## src/rtl/daq_pkg.sv

```systemverilog
// Shared state encoding, sequencing constants and helpers for the DAQ acquisition sequencer.
package daq_pkg;

  typedef enum logic [3:0] {
    IDLE,
    ADC_RST,
    WAIT_TICK,
    CONVST,
    WAIT_BUSY_H,
    WAIT_BUSY_L,
    RD_LOW,
    RD_HIGH,
    DONE
  } state_e;

  localparam int ADC_RST_CYC = 4;
  localparam int BUSY_H_TMO  = 16;
  localparam int BUSY_L_TMO  = 65535;
  localparam int PERIOD_MIN  = 2;
  localparam int TMR_W       = 16;

  function automatic logic [15:0] sat_inc16(input logic [15:0] v);
    return (v == 16'hFFFF) ? v : v + 16'd1;
  endfunction

endpackage

```

## src/rtl/daq_tick_gen.sv

```systemverilog
// Conversion period timer: down-counter that ticks at a count of 1 and reloads from period_i.
module daq_tick_gen
  import daq_pkg::*;
#(
  parameter int PERIOD_W = 24
) (
  input  logic                clk_i,
  input  logic                reset_i,
  input  logic                en_i,
  input  logic                load_i,
  input  logic [PERIOD_W-1:0] period_i,
  output logic                tick_o
);

  logic [PERIOD_W-1:0] cnt_q, cnt_d;
  logic [PERIOD_W-1:0] reload;

  always_comb begin
    reload = (period_i < PERIOD_W'(PERIOD_MIN)) ? PERIOD_W'(PERIOD_MIN) : period_i;
    tick_o = en_i && !load_i && (cnt_q == PERIOD_W'(1));
    cnt_d  = cnt_q;
    if (load_i) begin
      cnt_d = reload;
    end else if (en_i) begin
      // a count of 0 only exists before the first load; treat it as terminal so it cannot stick
      cnt_d = (cnt_q <= PERIOD_W'(1)) ? reload : cnt_q - PERIOD_W'(1);
    end
  end

  always_ff @(posedge clk_i or posedge reset_i) begin
    if (reset_i) cnt_q <= '0;
    else         cnt_q <= cnt_d;
  end

endmodule

```

## src/rtl/daq_acq_sequencer.sv

```systemverilog
// Sequences the simultaneous-sampling ADC: periodic convert, BUSY handshake, parallel read of all channels.
//   state       | meaning
//   IDLE        | acquisition off, ADC pins parked
//   ADC_RST     | adc_reset_o pulse, period timer loaded on exit
//   WAIT_TICK   | waiting for a period tick (drop when FIFO almost full)
//   CONVST      | convst held low
//   WAIT_BUSY_H | waiting for BUSY to rise
//   WAIT_BUSY_L | waiting for BUSY to fall
//   RD_LOW      | cs/rd low, data captured on last cycle
//   RD_HIGH     | rd high between channels
//   DONE        | frame complete, cs released
module daq_acq_sequencer
  import daq_pkg::*;
#(
  parameter int NUM_CH   = 8,
  parameter int DW       = 16,
  parameter int PERIOD_W = 24,
  parameter int CONVST_W = 4,
  parameter int RD_LO    = 4,
  parameter int RD_HI    = 2
) (
  input  logic                clk_i,
  input  logic                reset_i,
  input  logic                en_i,
  input  logic [PERIOD_W-1:0] period_i,
  input  logic [2:0]          os_sel_i,
  input  logic                fifo_afull_i,
  input  logic                adc_busy_i,
  input  logic [DW-1:0]       adc_db_i,
  output logic [2:0]          adc_os_o,
  output logic                adc_reset_o,
  output logic                adc_convst_o,
  output logic                adc_cs_o,
  output logic                adc_rd_o,
  output logic [DW-1:0]       sample_o,
  output logic [2:0]          sample_ch_o,
  output logic                sample_valid_o,
  output logic                frame_start_o,
  output logic [15:0]         frame_cnt_o,
  output logic [15:0]         drop_cnt_o,
  output logic [15:0]         overrun_cnt_o,
  output logic                timeout_o
);

  state_e             state_q, state_d;
  logic [TMR_W-1:0]   tmr_q, tmr_d;
  logic [2:0]         ch_q, ch_d;
  logic [2:0]         os_q, os_d;
  logic               convst_q, convst_d;
  logic               cs_q, cs_d;
  logic               rd_q, rd_d;
  logic               adc_rst_q, adc_rst_d;
  logic [DW-1:0]      sample_q, sample_d;
  logic [2:0]         sample_ch_q, sample_ch_d;
  logic               valid_q, valid_d;
  logic               fstart_q, fstart_d;
  logic [15:0]        frame_q, frame_d;
  logic [15:0]        drop_q, drop_d;
  logic [15:0]        ovr_q, ovr_d;
  logic               tmo_q, tmo_d;
  logic               tick;
  logic               tick_en;
  logic               tick_load;

  assign tick_en = (state_q != IDLE) && (state_q != ADC_RST);

  daq_tick_gen #(.PERIOD_W(PERIOD_W)) u_tick_gen (
    .clk_i    (clk_i),
    .reset_i  (reset_i),
    .en_i     (tick_en),
    .load_i   (tick_load),
    .period_i (period_i),
    .tick_o   (tick)
  );

  always_comb begin
    state_d     = state_q;
    tmr_d       = tmr_q;
    ch_d        = ch_q;
    os_d        = os_q;
    sample_d    = sample_q;
    sample_ch_d = sample_ch_q;
    valid_d     = 1'b0;
    fstart_d    = 1'b0;
    frame_d     = frame_q;
    drop_d      = drop_q;
    ovr_d       = ovr_q;
    tmo_d       = tmo_q;
    tick_load   = 1'b0;

    // ticks are never queued: one landing outside WAIT_TICK is only counted
    if (tick && (state_q != WAIT_TICK)) ovr_d = sat_inc16(ovr_q);

    case (state_q)
      IDLE: begin
        if (en_i) begin
          os_d    = os_sel_i;
          frame_d = '0;
          drop_d  = '0;
          ovr_d   = '0;
          tmo_d   = 1'b0;
          tmr_d   = TMR_W'(ADC_RST_CYC);
          state_d = ADC_RST;
        end
      end
      ADC_RST: begin
        if (tmr_q == TMR_W'(1)) begin
          tick_load = 1'b1;
          state_d   = WAIT_TICK;
        end else begin
          tmr_d = tmr_q - TMR_W'(1);
        end
      end
      WAIT_TICK: begin
        if (!en_i) begin
          state_d = IDLE;
        end else if (tick) begin
          if (fifo_afull_i) begin
            drop_d = sat_inc16(drop_q);
          end else begin
            tmr_d   = TMR_W'(CONVST_W);
            state_d = CONVST;
          end
        end
      end
      CONVST: begin
        if (tmr_q == TMR_W'(1)) begin
          tmr_d   = TMR_W'(BUSY_H_TMO);
          state_d = WAIT_BUSY_H;
        end else begin
          tmr_d = tmr_q - TMR_W'(1);
        end
      end
      WAIT_BUSY_H: begin
        if (adc_busy_i) begin
          tmr_d   = TMR_W'(BUSY_L_TMO);
          state_d = WAIT_BUSY_L;
        end else if (tmr_q == TMR_W'(1)) begin
          tmo_d   = 1'b1;
          state_d = WAIT_TICK;
        end else begin
          tmr_d = tmr_q - TMR_W'(1);
        end
      end
      WAIT_BUSY_L: begin
        if (!adc_busy_i) begin
          ch_d    = '0;
          tmr_d   = TMR_W'(RD_LO);
          state_d = RD_LOW;
        end else if (tmr_q == TMR_W'(1)) begin
          tmo_d   = 1'b1;
          state_d = WAIT_TICK;
        end else begin
          tmr_d = tmr_q - TMR_W'(1);
        end
      end
      RD_LOW: begin
        if (tmr_q == TMR_W'(1)) begin
          sample_d    = adc_db_i;
          sample_ch_d = ch_q;
          valid_d     = 1'b1;
          fstart_d    = (ch_q == 3'd0);
          tmr_d       = TMR_W'(RD_HI);
          state_d     = RD_HIGH;
        end else begin
          tmr_d = tmr_q - TMR_W'(1);
        end
      end
      RD_HIGH: begin
        if (tmr_q == TMR_W'(1)) begin
          if (ch_q == 3'(NUM_CH - 1)) begin
            state_d = DONE;
          end else begin
            ch_d    = ch_q + 3'd1;
            tmr_d   = TMR_W'(RD_LO);
            state_d = RD_LOW;
          end
        end else begin
          tmr_d = tmr_q - TMR_W'(1);
        end
      end
      DONE: begin
        frame_d = frame_q + 16'd1;
        state_d = en_i ? WAIT_TICK : IDLE;
      end
      default: state_d = IDLE;
    endcase

    // ADC pins are registered decodes of the next state so they never glitch
    adc_rst_d = (state_d == ADC_RST);
    convst_d  = (state_d != CONVST);
    cs_d      = !((state_d == RD_LOW) || (state_d == RD_HIGH));
    rd_d      = (state_d != RD_LOW);
  end

  always_ff @(posedge clk_i or posedge reset_i) begin
    if (reset_i) begin
      state_q     <= IDLE;
      tmr_q       <= '0;
      ch_q        <= '0;
      os_q        <= '0;
      convst_q    <= 1'b1;
      cs_q        <= 1'b1;
      rd_q        <= 1'b1;
      adc_rst_q   <= 1'b0;
      sample_q    <= '0;
      sample_ch_q <= '0;
      valid_q     <= 1'b0;
      fstart_q    <= 1'b0;
      frame_q     <= '0;
      drop_q      <= '0;
      ovr_q       <= '0;
      tmo_q       <= 1'b0;
    end else begin
      state_q     <= state_d;
      tmr_q       <= tmr_d;
      ch_q        <= ch_d;
      os_q        <= os_d;
      convst_q    <= convst_d;
      cs_q        <= cs_d;
      rd_q        <= rd_d;
      adc_rst_q   <= adc_rst_d;
      sample_q    <= sample_d;
      sample_ch_q <= sample_ch_d;
      valid_q     <= valid_d;
      fstart_q    <= fstart_d;
      frame_q     <= frame_d;
      drop_q      <= drop_d;
      ovr_q       <= ovr_d;
      tmo_q       <= tmo_d;
    end
  end

  assign adc_os_o       = os_q;
  assign adc_reset_o    = adc_rst_q;
  assign adc_convst_o   = convst_q;
  assign adc_cs_o       = cs_q;
  assign adc_rd_o       = rd_q;
  assign sample_o       = sample_q;
  assign sample_ch_o    = sample_ch_q;
  assign sample_valid_o = valid_q;
  assign frame_start_o  = fstart_q;
  assign frame_cnt_o    = frame_q;
  assign drop_cnt_o     = drop_q;
  assign overrun_cnt_o  = ovr_q;
  assign timeout_o      = tmo_q;

endmodule

```

## config.mk

```make
export PLATFORM = sky130hd
export DESIGN_NAME = daq_acq_sequencer
export DESIGN_NICKNAME = d
export VERILOG_FILES = /design/src/rtl/daq_pkg.sv /design/src/rtl/daq_tick_gen.sv /design/src/rtl/daq_acq_sequencer.sv
export SDC_FILE = /design/constraint.sdc
export NUM_CORES = 1
export LEC_CHECK = 0
export CAP_MARGIN = 15
export CORE_ASPECT_RATIO = 1.25
export CORE_MARGIN = 4
export CORE_UTILIZATION = 48
export DETAILED_ROUTE_END_ITERATION = 10
export HOLD_SLACK_MARGIN = 0.15
export PLACE_DENSITY = 0.77
export SYNTH_ARGS = -nofsm -noshare
export SYNTH_HDL_FRONTEND = slang
export SYNTH_SLANG_ARGS = --single-unit
export TNS_END_PERCENT = 100
```

## constraint.sdc

```tcl
create_clock -name clk_i -period 3.4 [get_ports clk_i]
set_input_delay 0.34 -clock clk_i [delete_from_list [all_inputs] [get_ports clk_i]]
set_output_delay 0.34 -clock clk_i [all_outputs]
set_load 0.02 [all_outputs]
```

== Word level (Yosys, flattened, before mapping) ==
Cells that the tools add are included.
Word-level totals
  register bits: 124
  word-level logic and storage cells: 134
  output and inout bits: 77
Cells by class
  order comparisons: 2
  reduce and logical (&&, ||, !) cells: 23
  muxes and demuxes: 54
  add/subtract/negate cells: 6
  equality and inequality tests: 32
Operators with widths (number)
  2-to-1 mux 16 bit: 20
  case mux 16 bit (8 select lines): 1
  2-to-1 mux 24 bit: 4
  case mux 16 bit (2 select lines): 2
  adder 16 x 1 -> 16 bit (second input constant): 3
  2-to-1 mux 4 bit: 11
  case mux 4 bit (9 select lines): 1
  == test 16 bit (second input constant): 2
  == test 24 x 1 -> 1 bit (second input constant): 1
  == test 4 x 3 -> 1 bit (second input constant): 6
  less-or-equal comparator 24 x 1 -> 1 bit (second input constant): 1
  < comparator 24 x 2 -> 1 bit (second input constant): 1
  subtractor 24 x 1 -> 24 bit (second input constant): 1
  != test 2 bit (second input constant): 11
  == test 16 x 1 -> 1 bit (second input constant): 1
  subtractor 16 x 1 -> 16 bit (second input constant): 1
  AND reduction 6 bit: 2
  2-to-1 mux 1 bit: 9
  2-to-1 mux 3 bit: 3
  == test 4 x 1 -> 1 bit (second input constant): 2
  == test 4 x 2 -> 1 bit (second input constant): 2
  != test 4 x 2 -> 1 bit (second input constant): 2
  AND reduction 4 bit: 2
  nonzero test 2 bit: 4
  18 further kinds: 24

== Depth between registers and ports, before layout ==
  depth in word-level cells: 12
  depth in mapped cells: 11

== By module ==
From an unflattened synthesis, not the netlist that was laid out.
Unflattened totals
  cell total of the unflattened synthesis: 750
  area total of the unflattened synthesis: 7070.5 µm²
Modules (own cells, without submodules)
  daq_acq_sequencer: instances 1, cells each 557, area each 5366.4 µm²
  daq_tick_gen: instances 1, cells each 193, area each 1704.1 µm²

== Worst setup path after synthesis ==
No wires, ideal clock.
  path kind: register to register
  start point: reg u_tick_gen.cnt_q[8]
  end point: reg tmr_q[14]
  slack: 0.893 ns
  arrival time: 2.372 ns
  stages on the path, launching flop included: 10
  period minus slack after synthesis: 2.507 ns
  buffers on the path: 3
  setup time: 0.136 ns
  cell sequence: dfrtp_1 -> or3_1 -> clkbuf_1 -> nor4_4 -> nand4_1 -> a211o_1 -> clkbuf_1 -> clkbuf_1 -> o21ai_0 -> o21ai_0
Between the ends
  cells in the longest elaborated chain, start to end: 4
RTL lines
  start, declared: RTL line daq_tick_gen.sv:15  | logic [PERIOD_W-1:0] cnt_q, cnt_d;
  start signal, assigned: RTL line daq_tick_gen.sv:32  | else cnt_q <= cnt_d;
  == test 24 x 1 -> 1 bit: RTL line daq_tick_gen.sv:20  | tick_o = en_i && !load_i && (cnt_q == PERIOD_W'(1));
  logical AND 1 bit: RTL line daq_tick_gen.sv:20
  != test 2 bit (no line)
  AND reduction 6 bit (no line)
  end signal, assigned: RTL line daq_acq_sequencer.sv:216  | tmr_q <= tmr_d;
  end, declared: RTL line daq_acq_sequencer.sv:46  | logic [TMR_W-1:0] tmr_q, tmr_d;
Every way passes these cells.
A chain may end at the register's enable or synchronous reset.

== Final worst setup path ==
  start point: reg u_tick_gen.cnt_q[17]
  end point: reg drop_q[13] (netlist: drop_cnt_o[13])
Between the ends
  cells in the longest elaborated chain, start to end: 4
RTL lines
  == test 24 x 1 -> 1 bit: RTL line daq_tick_gen.sv:20
  logical AND 1 bit: RTL line daq_tick_gen.sv:20
  != test 2 bit (no line)
  AND reduction 6 bit (no line)
  end signal, assigned: RTL line daq_acq_sequencer.sv:228  | drop_q <= drop_d;
  end, declared: RTL line daq_acq_sequencer.sv:58  | logic [15:0] drop_q, drop_d;
Every way passes these cells.

==> qor.txt <==
Mean Syn Cell Area - 8.57 um^2
vias in the first global route - 6,460
GRT Residual Overflow - 0
slew at the pin closest to its max-slew limit - 802 ps
Vias per Instance - 5.96
drt drc - 0
Cell variety after synth - 68
height of the die - 144 um
Detail Placement HPWL - 13,100 um
die area - 16,700 um^2
CTS Buffer Depth - 2
f_max - 340 MHz
Seq/Total Area, Yosys - 44.0%
commonest non-fill, non-tap cells in the layout - clkdlybuf4s50_1 (124), dfrtp_1 (121), nand2_1 (116), nor2_1 (70), o21ai_0 (61)
Placer Congestion - 0.869
FFs w/ async S/R, synth - 100%
CTS tree - built
Critical Path Start Type - flip-flop
Worst Hold Margin - 397 ps
Post-synth top flop - dfrtp_1
mux cell area share after synthesis - 1.84%
Setup Fix Bufs, Post-CTS - 0
Crit path top cell by count - or4_1
WL final - 18,900 um
1st-iter DRT viols - 591
initial antenna violation count - 0
XOR/XNOR Fraction of Synth Area - 2.36%
TritonRoute pass-1 iters - 5
ANT nets after route - 0
FILL cells - 1,201
Clock Pin Slew Worst Setup and Hold Paths - 60 ps
Die Wd - 116 um
most common cell after layout, fill and taps aside - clkdlybuf4s50_1
Max Cap Viol - 0
Core Region - 14,400 um^2
Post-Layout Cell Count - 1,130
Post-Synth Simple-Gate Area - 29.5%
Worst Hold Class - in2async
R2R Setup Slk - 460 ps
largest family of logic cells by synthesized area - simple AND/OR/NAND/NOR gates
flops & latches, synth - 124
CP max stage cell - or4_1
total track usage - 23.2%
layout cell share with drive strength beyond 1 - 7.88%
Max Transition Viols Final - 0
Reg area - 3110 um^2
number of clock sinks - 124
CTS Hold Buffers Added - 0
final worst-path cycle share - 86.4%
pin count of the biggest net entering global routing - 71
Adder-Cell Fraction of Synth Area - 1.95%
Multi-input gate area - 3710 um^2
Rel. slew slack - 46.0%
Resized cells post-CTS - 0
H-tree Lvls - 4
CP Cell Sequence - or4_1 > nor4_4 > nand3_2 > a21o_1 > or4_1 > a21oi_1
Compound-Gate Fraction of Synth Area - 16.8%
Initial Utilization - 49.0%
row cnt - 49
Setup Crit Path Kind - reg2reg
Leakage - 3.59 nW
DR vias - 6,731
P&R area growth vs syn - 29.1%
CP required - 3740 ps
Antenna Cells - 0
cell family with most CP delay - simple AND/OR/NAND/NOR gates
Num CTS Buffers - 17
Critical Path Sink Type - flip-flop
yosys warns - 0
final worst path period need - 2940 ps
Worst Clk Skew - 8.87 ps
Post-synth EDFFs - 0
Crit path largest cell delay - 730 ps
Final nets - 998
final hold vios - 0
Syn Nets - 883
pwr dens - 648 nW/um^2
Arr. time, crit path - 3280 ps
CTS root buffer - clkbuf_16
first-pass GRT wire length - 31,300 um
critical path fanouts, max - 15
Buf/Inv on CP - 0
Setup TNS Final - 0 ps
Clk Latency, worst-skew pair - 430 ps
Mapped Cells - 824
peak supply drop - 0.528 mV
final setup violation count - 0
Ports - 125
Cell Area, Synth - 7060 um^2
WL/cell - 16.7 um
RSZ-0062 raised after global routing - no
status - finished, final reports clean
Port-buffer cells - 124
Cells after DPL - 1,098
cells by family (layout without fill, tap and decap cells):
family	count (synthesis)	count (layout)
mux	13	13
xor+xnor	19	19
compound gates	188	188
flops	124	124
simple gates	403	403
buf+inv	66	194
fa+ha+maj	11	11
final timing paths:
check,to,from,cells past startpoint
hold reg to reg,sample_o[2]$_DFFE_PP0P_,sample_o[2]$_DFFE_PP0P_,2
min in group clk_i,sample_o[10]$_DFFE_PP0P_,adc_db_i[10],3
max in group asynchronous,adc_cs_o$_DFF_PP1_,reset_i,3
setup / recovery,drop_cnt_o[13]$_DFFE_PP0P_,u_tick_gen.cnt_q[17]$_DFFE_PP0P_,6
hold / removal,drop_cnt_o[3]$_DFFE_PP0P_,reset_i,2
setup reg to reg,drop_cnt_o[13]$_DFFE_PP0P_,u_tick_gen.cnt_q[17]$_DFFE_PP0P_,6
metal layers:
layer	track usage, %	up-vias	wire (um)
met1	28.9	3249	7920
met2	39.4	197	9670
met3	5.35	29	973
li1	-	3256	-
met5	0	-	0
met4	8.25	0	352
stage by stage:
stage	worst slack, ps	power (W)	utilization, %	instance area (um^2)
after floorplan	893	0.00329	-	7070
after global placement	568	0.00399	59.1	8510
after detailed placement	480	0.00403	59.1	8510
after CTS	461	0.00593	63.3	9120
after global routing	298	0.00623	63.3	9120
final	462	0.00591	63.3	9120
cells in the mapped netlist (all sizes together) (7+ instances only):
cell | count | share of area, %
dfrtp | 121 | 43
nand2 | 116 | 6.2
nor2 | 70 | 3.7
o21ai | 62 | 4.4
nand3 | 44 | 3.2
nor3 | 43 | 3.1
a21oi | 42 | 3.0
clkbuf | 39 | 2.1
nor4 | 23 | 2.8
inv | 20 | 1.1
nand4 | 18 | 1.6
xnor2 | 17 | 2.1
and3 | 15 | 1.3
mux2i | 13 | 1.8
or3 | 13 | 1.2
a31oi | 12 | 1.1
ha | 11 | 1.9
or4 | 11 | 1.2
o211ai | 10 | 1.1
a211oi | 8 | 0.85
nor2b | 8 | 0.71
and4 | 7 | 0.87
buf | 7 | 0.44
nand2b | 7 | 0.62
nor3b | 7 | 0.74
o31ai | 7 | 0.74
sequential cells by signal, summed over array words and instances (netlist names), 4 cells and up:
name and flops:
u_tick_gen.cnt_q 24, drop_cnt_o 16, frame_cnt_o 16, overrun_cnt_o 16
sample_o 16, tmr_q 16, state_q 4
where the power goes:
part | switching [W] | internal [W] | leakage [nW]
registers | 0.000472 | 0.00182 | 1.36
logic | 0.000916 | 0.000832 | 1.94
clock network | 0.000699 | 0.00117 | 0.285
total | 0.00209 | 0.00382 | 3.59
cell type report:
class	count	area share, %
inverters	20	0.864
flip-flops and latches	124	34.1
clock buffers	18	4.82
well taps	178	2.44
clock inverters	14	1.85
repair buffers	142	15.2
multi-input cells	634	40.7
No activity file was read; power rests on OpenSTA's default activity.
